`config.mk`:
```
export PLATFORM = sky130hd
export DESIGN_NAME = controlador_ataque
export DESIGN_NICKNAME = d
export VERILOG_FILES = /design/src/rtl/controlador_ataque.sv
export SDC_FILE = /design/constraint.sdc
export NUM_CORES = 1
export LEC_CHECK = 0
export ABC_CLOCK_PERIOD_IN_PS = 15400
export BUFFER_PORTS_ARGS = -buffer_cell sky130_fd_sc_hd__buf_2
export CAP_MARGIN = 30
export CELL_PAD_IN_SITES_DETAIL_PLACEMENT = 0
export CELL_PAD_IN_SITES_GLOBAL_PLACEMENT = 1
export CORE_MARGIN = 1.5
export CORE_UTILIZATION = 47
export CTS_BUF_LIST = sky130_fd_sc_hd__clkbuf_16
export DETAILED_ROUTE_END_ITERATION = 16
export GPL_ROUTABILITY_DRIVEN = 0
export GPL_TIMING_DRIVEN = 0
export PLACE_DENSITY = 0.85
export SLEW_MARGIN = 20
export SYNTH_ARGS = -nofsm -noshare
export SYNTH_HDL_FRONTEND = slang
export SYNTH_SLANG_ARGS = --single-unit
```
`constraint.sdc`:
```
create_clock -name clk -period 15.4 [get_ports clk]
set_input_delay 1.54 -clock clk [delete_from_list [all_inputs] [get_ports clk]]
set_output_delay 1.54 -clock clk [all_outputs]
set_load 0.05 [all_outputs]
```
`src/rtl/controlador_ataque.sv`:
```
// Attack-phase resolver for the 5x7 battleship matrix: latches the saved board,
// classifies confirmed shots and drives the attack display. Optional miss blink: PISCAR_ERRO_EN.
module controlador_ataque #(
  parameter int MAX_TIROS = 20,
  parameter int DIV_PISCA = 25_000_000
) (
  input  logic       clk,
  input  logic       rst_n,
  input  logic       iniciar,
  input  logic [6:0] coluna1_jogo_salvo,
  input  logic [6:0] coluna2_jogo_salvo,
  input  logic [6:0] coluna3_jogo_salvo,
  input  logic [6:0] coluna4_jogo_salvo,
  input  logic [6:0] coluna5_jogo_salvo,
  input  logic       confirmar_ataque,
  input  logic [2:0] ataque_colunas,
  input  logic [2:0] ataque_linhas,
  output logic [6:0] coluna1_saida,
  output logic [6:0] coluna2_saida,
  output logic [6:0] coluna3_saida,
  output logic [6:0] coluna4_saida,
  output logic [6:0] coluna5_saida,
  output logic       acerto,
  output logic       erro,
  output logic       repetido,
  output logic       invalido,
  output logic [4:0] tiros,
  output logic [5:0] acertos,
  output logic       fim_de_jogo,
  output logic       vitoria
);

  localparam logic [2:0] OCIOSO   = 3'd0;
  localparam logic [2:0] CARREGAR = 3'd1;
  localparam logic [2:0] AGUARDAR = 3'd2;
  localparam logic [2:0] AVALIAR  = 3'd3;
  localparam logic [2:0] FIM      = 3'd4;
  localparam logic [4:0] MAX_T    = 5'(MAX_TIROS);

  logic [2:0]  estado;
  logic [34:0] tabuleiro, mapa_acerto, mapa_erro, tab_in, seg;
  logic [5:0]  navios, navios_in, idx, acertos_inc;
  logic [4:0]  tiros_inc;
  logic [2:0]  col_q, lin_q;
  logic        conf_q, pend, coord_ok, ja_tiro, e_navio, pisca_fase;

  assign tab_in = {coluna5_jogo_salvo, coluna4_jogo_salvo, coluna3_jogo_salvo,
                   coluna2_jogo_salvo, coluna1_jogo_salvo};

  always_comb begin
    navios_in = '0;
    for (int i = 0; i < 35; i++) navios_in = navios_in + {5'd0, ~tab_in[i]};
  end

  assign coord_ok    = (col_q <= 3'd4) && (lin_q <= 3'd6);
  assign idx         = coord_ok ? (6'(col_q) * 6'd7 + 6'(lin_q)) : 6'd0;
  assign ja_tiro     = mapa_acerto[idx] | mapa_erro[idx];
  assign e_navio     = ~tabuleiro[idx];
  assign tiros_inc   = tiros + 5'd1;
  assign acertos_inc = acertos + 6'd1;

`ifdef PISCAR_ERRO_EN
  logic [31:0] pisca_cnt;
  always_ff @(posedge clk) begin
    if (!rst_n) begin
      pisca_cnt  <= '0;
      pisca_fase <= 1'b0;
    end else if (pisca_cnt == 32'(DIV_PISCA - 1)) begin
      pisca_cnt  <= '0;
      pisca_fase <= ~pisca_fase;
    end else begin
      pisca_cnt  <= pisca_cnt + 32'd1;
    end
  end
`else
  assign pisca_fase = 1'b0;
`endif

  // A confirm edge only arms 'pend'; AVALIAR runs the cycle after, so results land after E+2.
  always_ff @(posedge clk) begin
    if (!rst_n) begin
      estado      <= OCIOSO;
      tabuleiro   <= '1;
      mapa_acerto <= '0;
      mapa_erro   <= '0;
      navios      <= '0;
      tiros       <= '0;
      acertos     <= '0;
      vitoria     <= 1'b0;
      conf_q      <= 1'b0;
      pend        <= 1'b0;
      col_q       <= '0;
      lin_q       <= '0;
      acerto      <= 1'b0;
      erro        <= 1'b0;
      repetido    <= 1'b0;
      invalido    <= 1'b0;
    end else begin
      conf_q   <= confirmar_ataque;
      acerto   <= 1'b0;
      erro     <= 1'b0;
      repetido <= 1'b0;
      invalido <= 1'b0;
      case (estado)
        OCIOSO: if (iniciar) estado <= CARREGAR;
        CARREGAR: begin
          tabuleiro   <= tab_in;
          mapa_acerto <= '0;
          mapa_erro   <= '0;
          tiros       <= '0;
          acertos     <= '0;
          navios      <= navios_in;
          pend        <= 1'b0;
          if (navios_in == 6'd0) begin
            estado  <= FIM;
            vitoria <= 1'b1;
          end else begin
            estado  <= AGUARDAR;
            vitoria <= 1'b0;
          end
        end
        AGUARDAR: begin
          if (iniciar) begin
            estado <= CARREGAR;
            pend   <= 1'b0;
          end else if (pend) begin
            estado <= AVALIAR;
            pend   <= 1'b0;
          end else if (confirmar_ataque && !conf_q) begin
            col_q <= ataque_colunas;
            lin_q <= ataque_linhas;
            pend  <= 1'b1;
          end
        end
        AVALIAR: begin
          if (iniciar) begin
            estado <= CARREGAR;
          end else begin
            estado <= AGUARDAR;
            if (!coord_ok) begin
              invalido <= 1'b1;
            end else if (ja_tiro) begin
              repetido <= 1'b1;
            end else if (e_navio) begin
              mapa_acerto[idx] <= 1'b1;
              tiros            <= tiros_inc;
              acertos          <= acertos_inc;
              acerto           <= 1'b1;
              if (acertos_inc == navios) begin
                estado  <= FIM;
                vitoria <= 1'b1;
              end else if (tiros_inc == MAX_T) begin
                estado  <= FIM;
                vitoria <= 1'b0;
              end
            end else begin
              mapa_erro[idx] <= 1'b1;
              tiros          <= tiros_inc;
              erro           <= 1'b1;
              if (tiros_inc == MAX_T) begin
                estado  <= FIM;
                vitoria <= 1'b0;
              end
            end
          end
        end
        FIM: if (iniciar) estado <= CARREGAR;
        default: estado <= OCIOSO;
      endcase
    end
  end

  assign fim_de_jogo = (estado == FIM);

  // A lost game also reveals the ships that were never hit.
  always_comb begin
    seg = '1;
    for (int i = 0; i < 35; i++) begin
      if (mapa_acerto[i])
        seg[i] = 1'b0;
      else if (mapa_erro[i])
        seg[i] = ~pisca_fase;
      else if (fim_de_jogo && !vitoria && !tabuleiro[i])
        seg[i] = 1'b0;
    end
  end

  assign coluna1_saida = seg[6:0];
  assign coluna2_saida = seg[13:7];
  assign coluna3_saida = seg[20:14];
  assign coluna4_saida = seg[27:21];
  assign coluna5_saida = seg[34:28];

endmodule

```
==> impl_metrics.json <==
{
  "synthTopCellsByArea": "dfxtp_1 (37%), nand2_1 (9.1%), fa_1 (8.1%)",
  "fin_nets": 1133,
  "yosysTopAreaCell": "dfxtp_1",
  "cp-start-kind": "primary input",
  "cts_setup_buffers": 0,
  "synth_area_mm2": 0.007428,
  "root_buffer": "clkbuf_16",
  "synth_edf_count": 0,
  "die_h_um": 128.7,
  "start_util_pct": 48.50,
  "cts_max_level": 4,
  "crit_required_ns": 15.72,
  "reg2reg_slack_ns": 9.83,
  "crit_top_cell": "fa_1",
  "die_w_um": 128.7,
  "cp_max_fo": 3,
  "synth_seq_cells": 138,
  "firstDrtPassIters": 5,
  "synth_top_area_share_pct": 37.19,
  "grt_max_degree": 17,
  "fin_crit_sh_pct": 41.69,
  "syn_nets": 1017,
  "leakagePower_nw": 3.746,
  "finalCriticalPeriod_ns": 6.420,
  "synth_cell_type_count": 68,
  "ys.flop_type": "dfxtp_1",
  "ctsHoldBuffers": 0,
  "hold_path_class": "reg2reg",
  "insertion_delay_ns": 0.43,
  "wl_mm": 24.19,
  "clock_sinks": 138,
  "path_class": "in2reg",
  "status": "finished, final reports clean",
  "cp_slowest_cell": "fa_1",
  "vias_per_cell": 5.744,
  "drt_iter0_drc": 818,
  "grt-ovfl-total": 0,
  "peakVddDrop_mv": 0.1058,
  "p_per_area_mw_per_mm2": 143.5,
  "synthArstFlopShare_pct": 0,
  "setup_tns_ns": 0,
  "tightest_slew_ns": 0.9463,
  "finalWorstSetupSlack_ns": 8.980,
  "critPathCaptureType": "flop",
  "clockBufferDepth": 2,
  "antenna_cells": 0,
  "dp_cells": 1230,
  "port_buffers": 95,
  "syn_inst": 922,
  "cts_resized": 0,
  "max_slew_margin_pct": 36.54,
  "max_cap_violations": 0,
  "wire_per_inst_um": 19.17,
  "cts_tree": "done",
  "setup_viol": 0,
  "rsz0062_at_grt": "false",
  "clock.fmax_mhz": 155.8,
  "crit_arrival_ns": 6.74,
  "first_global_vias": 6683,
  "placement_rows": 45,
  "ant_nets": 0,
  "drive_above_1_share_pct": 14.65,
  "slew_violations": 0,
  "yosys_warnings": 0,
  "fin_area_mm2": 0.008762,
  "grt_usage_pct": 30.17,
  "vias": 7249,
  "avgSynthCellArea_um2": 8.057,
  "numCtsBuffers": 17,
  "skew_ns": 0.009225,
  "syn_to_final_growth_pct": 17.96,
  "crit_chain": "buf_2 > inv_1 > fa_1 > inv_1 > fa_1 > fa_1 > fa_1 > fa_1 > fa_1 > inv_1 > ha_1 > nor2b_1 > o21ai_0 > nand2b_1 > a21oi_1 > nand3_1 > o21ai_0 > a31oi_1 > a2111oi_1",
  "slowest_delay_ns": 0.55,
  "route.detailed.drc": 0,
  "power_mw": 1.258,
  "dieArea_mm2": 0.01657,
  "hpwl_mm": 18.35,
  "dp_slack_ns": 8.561,
  "ios": 97,
  "hold_viol": 0,
  "seq_area_frac_synth_pct": 37.19,
  "antenna_found_initial": 0,
  "path_clk_slew_ns": 0.06,
  "place_area_mm2": 0.008193,
  "stdcell_count": 1262,
  "grt_pass1_wl_mm": 37.31,
  "core_area_mm2": 0.01531
}
[Yosys cell counts (6+ instances only)]
master      n
ha_1       20
clkbuf_1   31
o21ai_0    87
a211oi_1    9
nand2_1   180
mux2i_1    10
inv_1      68
and3_1      7
fa_1       30
xnor2_1    12
nor3_1     16
nor4_1      7
a31oi_1     7
dfxtp_1   138
a32o_1      6
nand2b_1    8
a21oi_1    54
o211ai_1   27
xor2_1      8
nand3_1    32
nor2_1     79
[logic make-up after synthesis]
kind of cell,after synthesis,share of synthesized area [%]
mux,16,2.863
flops,138,37.19
buf+inv,111,5.979
compound gates,227,19.02
xor+xnor,20,2.358
simple gates,360,21.14
fa+ha+maj,50,11.45
[layout by cell type, fill, tap and decap left out, drive strengths merged, types with 3 or more instances in the layout]
cell       n
nand3     34
a2111oi    3
bufinv     3
ha        20
dfxtp    138
nor2b      4
xor2       8
or2        4
nand4      4
or3        3
inv       74
a31oi      7
mux4       4
fa        30
mux2i     10
buf      105
xnor2     12
nand2    180
nand2b     8
a211oi     9
nor2      80
o21ai     88
clkbuf    51
a32o       6
nor3      17
a31o       3
a21oi     55
or4        4
o211ai    27
a21o       3
clkinv     6
and3       7
nor4       7
[path summary, 6_finish.rpt]
kind,from,end,cells after the start
worst max-delay path,coluna1_jogo_salvo[0],vitoria,19
worst min register to register,navios[4],navios[4],2
worst max register to register,col_q[1],mapa_acerto[1],14
worst min-delay path,navios[4],navios[4],2
[per-stage QoR]
| step | hold slack, ns | util (%) |
|---|---|---|
| floorplan | 0.4397 | - |
| global placement | 0.4504 | 53.33 |
| detailed placement | 0.4592 | 53.50 |
| CTS | 0.4710 | 57.21 |
| global route | 0.4905 | 57.21 |
| finish | 0.4697 | 57.21 |
[where the power goes]
part	total [mW]	leakage, nW	switching [mW]	internal, mW
Clock	0.402	0.297	0.154	0.249
Sequential	0.411	1.12	0.0289	0.382
Combinational	0.445	2.33	0.272	0.172
Total	1.26	3.75	0.455	0.803
[area by class of cell]
class	instances	area, µm²
buffer	42	185.2
inverter	69	259.0
multi-input combinational	673	4234
fill	1528	6553
tap	211	264.0
clock buffer	17	425.4
sequential	138	2763
timing repair buffer	97	488.0
clock inverter	15	143.9
[state kept, by name (all words and copies together), names as in the netlist]
signal / cells
conf_q: 1
navios: 6
lin_q: 3
pend: 1
repetido: 1
tabuleiro: 35
estado: 3
mapa_acerto: 35
vitoria: 1
erro: 1
acertos: 6
tiros: 5
invalido: 1
col_q: 3
acerto: 1
mapa_erro: 35
[critical path, delay by kind of cell]
family / cells / cell delay, ns
buffers and inverters: 4 / 0.24
AND/OR/NAND/NOR: 3 / 0.50
adder cells (fa/ha/maj): 7 / 3.37
AO/OA/AOI/OAI: 5 / 1.08
[metal layers]
| layer | vias to the layer above | track usage [%] | routed length [µm] |
|---|---|---|---|
| li1 | 3395 | - | - |
| met1 | 3419 | 40.31 | 10070 |
| met2 | 370 | 47.88 | 11030 |
| met3 | 65 | 6.611 | 2297 |
| met4 | 0 | 11.43 | 796 |
| met5 | - | 1.471 | 0 |
Power figures use the tool's default switching activity.
